==> src/rtl/fault_rst_ctrl.sv <==
// fault_rst_ctrl: reset sequencer for fault, software and power-on resets.
// The fault record (source, cause, address, saturating fault count) survives
// the system reset it triggers so that boot firmware can read it back.
// Optional feature: define FEMTO_FAULT_DRAIN_EN to wait for bus_idle_i (bounded
// by DrainTimeout cycles) before sys_rstn_o is pulled low.
module fault_rst_ctrl #(
  parameter int unsigned RstCycles    = 16,
  parameter int unsigned DrainTimeout = 64,
  parameter int unsigned CntW         = 4,
  parameter int unsigned Xlen         = 32
) (
  input  logic            clk_i,
  input  logic            rst_ni,
  input  logic            fault_i,
  input  logic [7:0]      fault_cause_i,
  input  logic [Xlen-1:0] fault_addr_i,
  input  logic            sw_rst_req_i,
  input  logic            bus_idle_i,
  input  logic            clr_i,
  output logic            sys_rstn_o,
  output logic [1:0]      rst_src_o,
  output logic [7:0]      rst_cause_o,
  output logic [Xlen-1:0] rst_addr_o,
  output logic [CntW-1:0] fault_cnt_o,
  output logic            busy_o
);

  localparam int unsigned MaxCyc = (RstCycles > DrainTimeout) ? RstCycles : DrainTimeout;
  localparam int unsigned CW     = $clog2(MaxCyc);
  localparam logic [CW-1:0] RstLast = CW'(RstCycles - 1);

  localparam logic [1:0] SrcPor   = 2'b00;
  localparam logic [1:0] SrcFault = 2'b01;
  localparam logic [1:0] SrcSw    = 2'b10;

  typedef enum logic [1:0] {StIdle, StDrain, StAssert, StRelease} state_e;

  state_e          state_q, state_d;
  logic [CW-1:0]   cnt_q, cnt_d;
  logic [1:0]      src_q, src_d;
  logic [7:0]      cause_q, cause_d;
  logic [Xlen-1:0] addr_q, addr_d;
  logic [CntW-1:0] fcnt_q, fcnt_d;
  logic            sys_rstn_q, busy_q;

`ifdef FEMTO_FAULT_DRAIN_EN
  localparam logic [CW-1:0] DrainLast = CW'(DrainTimeout - 1);
  localparam state_e StFirst = StDrain;
`else
  localparam state_e StFirst = StAssert;
  logic unused_bus_idle;
  assign unused_bus_idle = bus_idle_i;
`endif

  // Next-state and shared cycle counter; counter restarts on every state entry.
  always_comb begin
    state_d = state_q;
    unique case (state_q)
      StIdle: begin
        if (fault_i || sw_rst_req_i) state_d = StFirst;
      end
      StDrain: begin
`ifdef FEMTO_FAULT_DRAIN_EN
        if (bus_idle_i || (cnt_q == DrainLast)) state_d = StAssert;
`else
        state_d = StAssert;
`endif
      end
      StAssert: begin
        if (cnt_q == RstLast) state_d = StRelease;
      end
      StRelease: state_d = StIdle;
      default:   state_d = StAssert;
    endcase

    if ((state_d != state_q) || (state_q == StIdle) || (state_q == StRelease)) begin
      cnt_d = '0;
    end else begin
      cnt_d = cnt_q + 1'b1;
    end
  end

  // Record update: only IDLE looks at requests; fault beats sw request beats clear.
  always_comb begin
    src_d   = src_q;
    cause_d = cause_q;
    addr_d  = addr_q;
    fcnt_d  = fcnt_q;
    if (state_q == StIdle) begin
      if (fault_i) begin
        src_d   = SrcFault;
        cause_d = fault_cause_i;
        addr_d  = fault_addr_i;
        fcnt_d  = (&fcnt_q) ? fcnt_q : fcnt_q + 1'b1;
      end else if (sw_rst_req_i) begin
        src_d   = SrcSw;
        cause_d = '0;
        addr_d  = '0;
      end else if (clr_i) begin
        src_d   = SrcPor;
        cause_d = '0;
        addr_d  = '0;
        fcnt_d  = '0;
      end
    end
  end

  // State, record and registered outputs; outputs are decoded from the next state.
  always_ff @(posedge clk_i or negedge rst_ni) begin
    if (!rst_ni) begin
      state_q    <= StAssert;
      cnt_q      <= '0;
      src_q      <= SrcPor;
      cause_q    <= '0;
      addr_q     <= '0;
      fcnt_q     <= '0;
      sys_rstn_q <= 1'b0;
      busy_q     <= 1'b1;
    end else begin
      state_q    <= state_d;
      cnt_q      <= cnt_d;
      src_q      <= src_d;
      cause_q    <= cause_d;
      addr_q     <= addr_d;
      fcnt_q     <= fcnt_d;
      sys_rstn_q <= (state_d != StAssert);
      busy_q     <= (state_d != StIdle);
    end
  end

  assign sys_rstn_o  = sys_rstn_q;
  assign busy_o      = busy_q;
  assign rst_src_o   = src_q;
  assign rst_cause_o = cause_q;
  assign rst_addr_o  = addr_q;
  assign fault_cnt_o = fcnt_q;

endmodule

==> config.mk <==
export PLATFORM = sky130hd
export DESIGN_NAME = fault_rst_ctrl
export DESIGN_NICKNAME = d
export VERILOG_FILES = /design/src/rtl/fault_rst_ctrl.sv
export SDC_FILE = /design/constraint.sdc
export NUM_CORES = 1
export LEC_CHECK = 0
export BUFFER_PORTS_ARGS = -buffer_cell sky130_fd_sc_hd__buf_2
export CAP_MARGIN = 20
export CORE_AREA = 3 3 82 99
export CTS_BUF_LIST = sky130_fd_sc_hd__clkbuf_4
export DETAILED_ROUTE_END_ITERATION = 12
export DIE_AREA = 0 0 85 102
export GPL_ROUTABILITY_DRIVEN = 0
export PLACE_DENSITY = 0.67
export SKIP_CTS_REPAIR_TIMING = 1
export SLEW_MARGIN = 20
export SYNTH_ARGS = -nofsm -noshare
export SYNTH_HDL_FRONTEND = slang
export SYNTH_SLANG_ARGS = --single-unit
export TNS_END_PERCENT = 30
==> constraint.sdc <==
create_clock -name clk_i -period 2.02 [get_ports clk_i]
set_input_delay 0.202 -clock clk_i [delete_from_list [all_inputs] [get_ports clk_i]]
set_output_delay 0.202 -clock clk_i [all_outputs]
set_load 0.02 [all_outputs]
* Yosys cells after proc, flatten, opt, wreduce, memory -nomap -nowiden
Index checks and enable logic that the tools add are counted.
** Operators by class
- $add $sub $neg :: 2
- Eq/ne operators :: 8
- Mux-type cells :: 17
- Reductions and logical operators :: 10
** Operators by type and width (count)
- 32-bit two-way mux :: 3
- 8-bit two-way mux :: 3
- 4-bit two-way mux :: 4
- 2-bit two-way mux :: 5
- 2-bit one-hot mux with 4 select lines :: 1
- 4-bit AND reduction :: 2
- 6-bit by 1-bit adder with 6-bit output, second input constant :: 1
- 6-bit by 4-bit == test with 1-bit output, second input constant :: 1
- 6-bit two-way mux :: 1
- 2-bit != test, second input constant :: 3
- 4-bit by 1-bit adder with 4-bit output, second input constant :: 1
- 2-bit == test, second input constant :: 2
- 2-bit nonzero test :: 2
- 1-bit logical OR :: 3
- 3-bit nonzero test :: 1
- 2-bit by 1-bit == test with 1-bit output, second input constant :: 1
- 2-bit logical NOT :: 1
- 2-bit != test :: 1
- 2-bit AND reduction :: 1
** Word-level totals
- Register bits :: 56
- Input bits :: 46
- Output and inout port bits :: 48
- Word-level logic and storage cells :: 45

* Longest topological paths before layout
Gate-level depths: netlist (run 1).
- Depth in word-level cells :: 7
- Depth in mapped cells :: 7
- Mapped depth without buffers :: 5

* Worst setup path before layout (run 1)
OpenSTA, ideal clock, no wires.
- Path kind :: reg2reg
- Start :: reg state_q[1]
- End :: reg cnt_q[1]
- Library setup time :: 0.141 ns
- Arrival time :: 1.505 ns
- Data required time :: 1.879 ns
- Path slack :: 0.374 ns
- Stages on the path, launching flop included :: 7
- Buffers on the path :: 1
- Clock period less this slack :: 1.646 ns
- Path through :: dfstp_2 -> inv_1 -> ha_1 -> buf_4 -> nor4b_4 -> nor3b_4 -> nor3b_1
** On the way
- Word-level cells in the longest chain between the ends :: 6
** Ends and longest elaborated chain
- start: declaration :: line 38 : state_e state_q, state_d;
- start signal: assignment :: line 111 : state_q <= StAssert;
- start signal: assignment :: line 120 : state_q <= state_d;
- 2-bit == test, or another cell as far along :: line 58, 76
- 2-bit one-hot mux with 4 select lines :: line 58 : unique case (state_q)
- 2-bit != test :: line 76 : if ((state_d != state_q) || (state_q == StIdle) || (state_q == StRelease)) begin
- 1-bit logical OR :: line 76
- 1-bit logical OR * :: line 76
- 6-bit two-way mux * :: line 76
- via cnt_d[1] :: line 39 : logic [CW-1:0] cnt_q, cnt_d;
- end signal: assignment :: line 121 : cnt_q <= cnt_d;
- end: declaration :: line 39
Mark *: on every way through the listed nets, which the timed path passes. The rest lies on a longest branch.
A chain may end at the register's enable or synchronous reset.

* Worst setup path after layout (run 1)
- Start :: reg state_q[0]
- End :: reg busy_q, in the netlist busy_o
** On the way
- Word-level cells in the longest chain between the ends :: 3
** Ends and longest elaborated chain
- 2-bit == test, or another cell as far along :: line 58
- 2-bit one-hot mux with 4 select lines * :: line 58
- via state_d[1] :: line 38
- 2-bit nonzero test * :: line 127 : busy_q <= (state_d != StIdle);
- end signal: assignment :: line 127
- end: declaration :: line 44 : logic sys_rstn_q, busy_q;
Marked as above.

==> summary.md, run 1 <==
| Metric | Value |
|---|---|
| Reg2reg setup slack | `300 ps` |
| Sequential area share after synthesis | `0.564` |
| Reg clk slew, reported paths | `150 ps` |
| Peak supply drop | `0.000527 V` |
| Worst-path maximum fanout | `18` |
| Post-Syn Instances | `254` |
| Pwr Density | `1360 mW/mm^2` |
| Leakage | `1.73 nW` |
| Die Y | `102 um` |
| Nets@finish | `396` |
| Top cell type's share of synthesized area | `0.542` |
| Max-cap violation count | `0` |
| Post-synth EDFFs | `0` |
| Worst Min Path Start | `fault_addr_i[13]` |
| Drt wl/cell | `13.4 um` |
| Hold depth | `3` |
| Synth top area cells | `dfrtp_1 54%, nand2_1 13%, nand3_1 8.8%` |
| Hold EP | `rst_addr_o[13]$_DFFE_PN0P_` |
| WS Path Type | `reg -> reg` |
| Core ar. | `0.00727 mm^2` |
| Synthesized cell area | `approximately 0.0025 mm^2` |
| F_max | `0.582 GHz` |
| Final min period | `1720 ps` |
| Clock root cell | `clkbuf_4` |
| Worst R2R Start | `state_q[0]$_DFF_PN0_` |
| Final Setup Violations | `0` |
| Pre-CTS setup slack | `300 ps` |
| Startpoint Class | `register` |
| Vias | `2024` |
| Post-DP HPWL | `around 4.2 mm` |
| Top FF cell, synth | `dfrtp_1` |
| Worst slew slack as a fraction of its limit | `0.604` |
| Accumulated negative setup slack | `0 ps` |
| FF/Latch Area | `approximately 0.0014 mm^2` |
| Vias in the first global route | `~2100` |
| Clock tree sinks | `56` |
| Yosys reg bits | `56` |
| Via-to-Cell Ratio | `4.64` |
| Largest net degree at the start of global routing | `41` |
| CTS max path bufs | `2` |
| Multi-input gate area | `963 um^2` |
| Syn nets | `305` |
| WL final | `5.85 mm` |
| DRT Pass-1 Iters | `4` |
| Post-synth cell types | `slightly above 40` |
| Reg2reg end | `busy_o$_DFF_PN1_` |
| Reg2Reg Depth | `5` |
| Layout area overhead | `23.8%` |
| Final Hold Fails | `0` |
| Hold Path Class | `in -> reg` |
| DIE WIDTH | `85 um` |
| Row count | `34` |
| Antenna violations before repair | `0` |
| H-tree depth | `2` |
| Overall Power | `4.21 mW` |
| Pins Over Slew Limit | `0` |
| Syn Area/Cell | `9.81 um^2` |
| Initial core utilization | `0.342` |
| WP data required | `2320 ps` |
| Port Buffer Count | `92` |
| Final worst-path cycle share | `0.851` |
| Status | `finished, final reports clean` |
| Warnings, synthesis | `0` |
| IO Pins | `94` |
| Full die area | `0.00867 mm^2` |
| Share of synthesized registers carrying an async set or reset | `1.00` |
| Worst Skew | `6.62 ps` |
| Slew at the pin closest to its max-slew limit | `between 500 and 600 ps` |
| CTS tree | `done` |
| Worst-Skew Late Latency | `370 ps` |
| Share of cells above drive strength 1 | `0.338` |
| Critical Path AT | `2020 ps` |
| DRT antenna net count | `0` |
| RSZ-0062 raised after global routing | `false` |
| Cts bufs inserted | `5` |
| Area leader, netlist | `dfrtp_1` |
| Commonest cells in the netlist | `86 x nand2_1, 54 x dfrtp_1, 44 x nand3_1` |
| Most instantiated library cell after synthesis | `nand2_1` |
| Starting DRT DRC Count | `between 70 and 80` |
| Tot GR Track Use | `0.139` |
| GRT overflow | `0` |
| First-pass GRT wire length | `9.85 mm` |
| Setup ws final | `301 ps` |
| Filler cell count | `approximately 750` |
| Crit end category | `register` |
| DRC | `0` |
| N_diodes | `0` |
sequential cells by signal, indices dropped and copies added, names as in the netlist:
signal	cells
busy_o	1
cnt_q	6
fault_cnt_o	4
rst_addr_o	32
rst_cause_o	8
rst_src_o	2
state_q	2
sys_rstn_o	1
where the power goes:
part	internal (mW)	switching, mW
Sequential	1.56	0.249
Clock	0.144	0.332
Combinational	0.670	1.25
layout make-up:
class | instances | area share
sequential | 56 | 0.455
multi-input combinational | 178 | 0.312
tap | 90 | 0.0365
timing repair buffer | 100 | 0.174
clock buffer | 6 | 0.0146
inverter | 4 | 0.00487
clock inverter | 2 | 0.00244
metal layers:
metal	wire, um	up-vias	share of wire	global-route usage
li1	-	1023	-	-
met1	2570	942	0.44	0.173
met2	2940	54	0.50	0.244
met3	293	5	0.050	0.0315
met4	46	0	0.0079	0.0365
met5	0	-	0	0
critical path: stages (launching register included):
cell and delay, ps:
dfrtp_1 480, inv_1 130, ha_2 380, buf_4 300, a31oi_1 160, nand3b_1 200
worst max path at each step:
stage	from	end	slack, ps	depth (start not counted)
3_5_place_dp	state_q[0]$_DFF_PN0_	busy_o$_DFF_PN1_	300	5
3_3_place_gp	state_q[1]$_DFF_PN1_	cnt_q[4]$_DFF_PN0_	350	5
2_1_floorplan	state_q[1]$_DFF_PN1_	cnt_q[1]$_DFF_PN0_	370	6
4_1_cts	state_q[0]$_DFF_PN0_	busy_o$_DFF_PN1_	280	5
6_report	state_q[0]$_DFF_PN0_	busy_o$_DFF_PN1_	300	5
5_1_grt	state_q[0]$_DFF_PN0_	busy_o$_DFF_PN1_	180	5
kinds of logic (layout without fill, tap and decap cells):
family | count (synthesis) | after routing | synth area share
AO/OA/AOI/OAI | 13 | 13 | 0.0447
XOR/XNOR | 4 | 4 | 0.0141
adder cells (fa/ha/maj) | 5 | 5 | 0.0251
buffers and inverters | 20 | 112 | 0.0507
flip-flops | 56 | 56 | 0.564
multiplexers | 2 | 2 | 0.00904
AND/OR/NAND/NOR | 154 | 154 | 0.293
stage by stage:
| stage | hold WS [ps] | utilization | instances | instance area (um^2) |
|---|---|---|---|---|
| after floorplan | -93.6 | - | 254 | 2490 |
| after global placement | 241 | 0.415 | 427 | 3020 |
| after detailed placement | 247 | 0.415 | 427 | 3020 |
| after CTS | -168 | 0.422 | 435 | 3070 |
| after global routing | 37.3 | 0.424 | 436 | 3080 |
| final | 50.0 | 0.424 | 436 | 3080 |
placed cells by master, fill, tap and decap left out, types with 3 or more instances in the layout:
cell      count
nand3_1      44
nor3_1        3
inv_1         4
clkbuf_4      6
buf_4         6
dfrtp_1      54
nor2_1        5
buf_2        92
ha_1          4
nand2_1      86
(Power assumes the default switching activity.)
==> run 2, diff against run 1 <==
--- a/config.mk
+++ b/config.mk
@@ -13,6 +13,7 @@
 export DIE_AREA = 0 0 85 102
 export GPL_ROUTABILITY_DRIVEN = 0
 export PLACE_DENSITY = 0.67
+export SETUP_SLACK_MARGIN = 0.3
 export SKIP_CTS_REPAIR_TIMING = 1
 export SLEW_MARGIN = 20
 export SYNTH_ARGS = -nofsm -noshare
==> constraint.sdc (replaced) <==
create_clock -name clk_i -period 2.1 [get_ports clk_i]
set_input_delay 0.21 -clock clk_i [delete_from_list [all_inputs] [get_ports clk_i]]
set_output_delay 0.21 -clock clk_i [all_outputs]
set_load 0.02 [all_outputs]
==> run 2 against run 1 <==
Compared with the run above: clock power shrank 6.9%; non-clock buffer count up 5; sequential share of layout area down 0.55 points; power down 3.0%; count of clock-buffer cells in the layout shrank 1; first-iteration DRC count shrank 45%; global-route usage about the same; largest cell class unchanged.
==> summary.md, run 2 (synthesized netlist as in run 1, its figures left out) <==
| Metric | Value |
|---|---|
| Status | `finished, final reports clean` |
| Clock tree sinks | `56 (unchanged)` |
| Max-cap violation count | `0 (unchanged)` |
| Initial core utilization | `0.342 (unchanged)` |
| Reg2Reg Depth | `6 (+1)` |
| Worst R2R Start | `state_q[1]$_DFF_PN1_` |
| Pins Over Slew Limit | `0 (unchanged)` |
| Leakage | `1.76 nW (+1.6%)` |
| Startpoint Class | `register` |
| Worst hold slack | `55.5 ps (+5.56 ps)` |
| Cts bufs inserted | `5 (unchanged)` |
| Port Buffer Count | `92 (unchanged)` |
| Finished Layout Cells | `441 (+1.1%)` |
| Overall Power | `4.08 mW (-3.0%)` |
| DIE WIDTH | `85 um (unchanged)` |
| Starting DRT DRC Count | `39 (-45%)` |
| N_diodes | `0 (unchanged)` |
| Tot GR Track Use | `0.139 (-0.000275)` |
| Antenna violations before repair | `1 (+1)` |
| Final Hold Fails | `0 (unchanged)` |
| Worst Skew | `9.82 ps (+3.20 ps)` |
| Hold depth | `3 (unchanged)` |
| WS Path Type | `reg -> reg` |
| DRC | `0 (unchanged)` |
| Finished Cell Area | `0.00312 mm^2 (+1.2%)` |
| Pwr Density | `1310 mW/mm^2 (-4.1%)` |
| Row count | `34 (unchanged)` |
| RSZ-0062 raised after global routing | `false` |
| Reg2reg end | `fault_cnt_o[1]$_DFFE_PN0P_` |
| First-pass GRT wire length | `9.75 mm (-1.1%)` |
| Slew at the pin closest to its max-slew limit | `843 ps (+249 ps)` |
| Worst-Skew Late Latency | `370 ps (about the same)` |
| Share of cells above drive strength 1 | `0.350 (+0.0123)` |
| Worst-path maximum fanout | `17 (-1)` |
| Reg clk slew, reported paths | `150 ps (about the same)` |
| CP Capture Point | `fault_cnt_o[1]$_DFFE_PN0P_` |
| Reg2reg setup slack | `420 ps (+120 ps)` |
| Crit end category | `register` |
| Pre-CTS setup slack | `335 ps (+35.8 ps)` |
| Post-DP HPWL | `4.21 mm (-0.51%)` |
| Vias in the first global route | `2060 (-2.3%)` |
| Critical Path AT | `1960 ps (-60 ps)` |
| H-tree depth | `2 (unchanged)` |
| Hold Path Class | `in -> reg` |
| CTS tree | `done` |
| Worst slew slack as a fraction of its limit | `0.438 (-0.166)` |
| Peak supply drop | `0.000681 V (+29%)` |
| Largest net degree at the start of global routing | `41 (unchanged)` |
| Core ar. | `0.00727 mm^2 (unchanged)` |
| Die Y | `102 um (unchanged)` |
| DRT Pass-1 Iters | `6 (+2)` |
| F_max | `0.596 GHz (+2.4%)` |
| Layout area overhead | `25.3%` |
| Via-to-Cell Ratio | `4.74 (+2.1%)` |
| Placed Cells | `428 (+0.23%)` |
| CTS max path bufs | `2 (unchanged)` |
| Max reg flops | `32 (unchanged)` |
| Most common cell after layout, fill and taps aside | `buf_2` |
| CP dominant cell by count | `buf_4` |
| Worst setup path start | `state_q[1]$_DFF_PN1_` |
| WL final | `5.84 mm (-0.26%)` |
| GRT overflow | `0 (unchanged)` |
| WP data required | `2380 ps (+60 ps)` |
| Nets@finish | `401 (+1.3%)` |
| Most frequent cells in the layout | `92 x buf_2, 86 x nand2_1, 54 x dfrtp_1` |
| Final worst-path cycle share | `0.799 (-0.0518)` |
| Drt wl/cell | `13.2 um (-1.4%)` |
| IO Pins | `94 (unchanged)` |
| Final min period | `1680 ps (-40.7 ps)` |
| Vias | `2091 (+3.3%)` |
| Slowest stage cell, crit path | `dfstp_2` |
| Accumulated negative setup slack | `0 ps (unchanged)` |
| Layout Utilization | `0.429 (+0.00516)` |
| Full die area | `0.00867 mm^2 (unchanged)` |
| Setup ws final | `422 ps (+121 ps)` |
| Clock root cell | `clkbuf_4` |
| Final Setup Violations | `0 (unchanged)` |
| Worst-path cell chain | `inv_1 -> ha_4 -> buf_4 -> buf_4 -> and4_1 -> a21o_1` |
| Placed inst area | `0.00302 mm^2 (-0.17%)` |
| Max incr delay on CP | `590 ps (+110 ps)` |
| DRT antenna net count | `0 (unchanged)` |
run 2: changes by cell type in the layout (fill, tap and decap cells not counted), sizes merged:
cell / delta
clkbuf: -1
buf: +5
clkinv: +1
run 2: where the power goes:
| group | switching (mW) | leakage (nW) | total [mW] | internal [mW] |
|---|---|---|---|---|
| registers | 0.243 | 0.723 | 1.75 | 1.51 |
| logic | 1.20 | 1.00 | 1.89 | 0.690 |
| clock network | 0.319 | 0.0324 | 0.443 | 0.124 |
| total | 1.76 | 1.76 | 4.08 | 2.32 |
run 2: metal layers:
| metal | wire length (um) | GRT usage | vias up |
|---|---|---|---|
| met2 | 2950 | 0.239 | 52 |
| li1 | - | - | 1032 |
| met3 | 304 | 0.0306 | 8 |
| met4 | 59 | 0.0353 | 2 |
| met5 | 13 | 0 | - |
| met1 | 2510 | 0.178 | 997 |
run 2: layout make-up:
class / instances / area (um^2)
Sequential cell: 56 / 1400
Timing Repair Buffer: 105 / 564
Clock buffer: 5 / 37.5
Clock inverter: 3 / 13.8
Tap cell: 90 / 113
Multi-Input combinational cell: 178 / 973
Fill cell: 742 / 4150
Inverter: 4 / 15.0
run 2: worst min path at each step:
stage / from / endpoint / slack, ps
after detailed placement: rst_ni / fault_cnt_o[0]$_DFFE_PN0P_ / 360
after global routing: fault_cause_i[3] / rst_cause_o[3]$_DFFE_PN0P_ / 40
after CTS: rst_ni / fault_cnt_o[0]$_DFFE_PN0P_ / -60
final: fault_cause_i[3] / rst_cause_o[3]$_DFFE_PN0P_ / 60
after floorplan: rst_ni / cnt_q[0]$_DFF_PN0_ / -90
after global placement: rst_ni / fault_cnt_o[1]$_DFFE_PN0P_ / 360
run 2: critical path: cells and delay by family, from the launching register on:
family / cells / cell delay, ps
compound gates: 1 / 150
buf+inv: 3 / 430
simple gates: 1 / 210
flops: 1 / 590
fa+ha+maj: 1 / 220
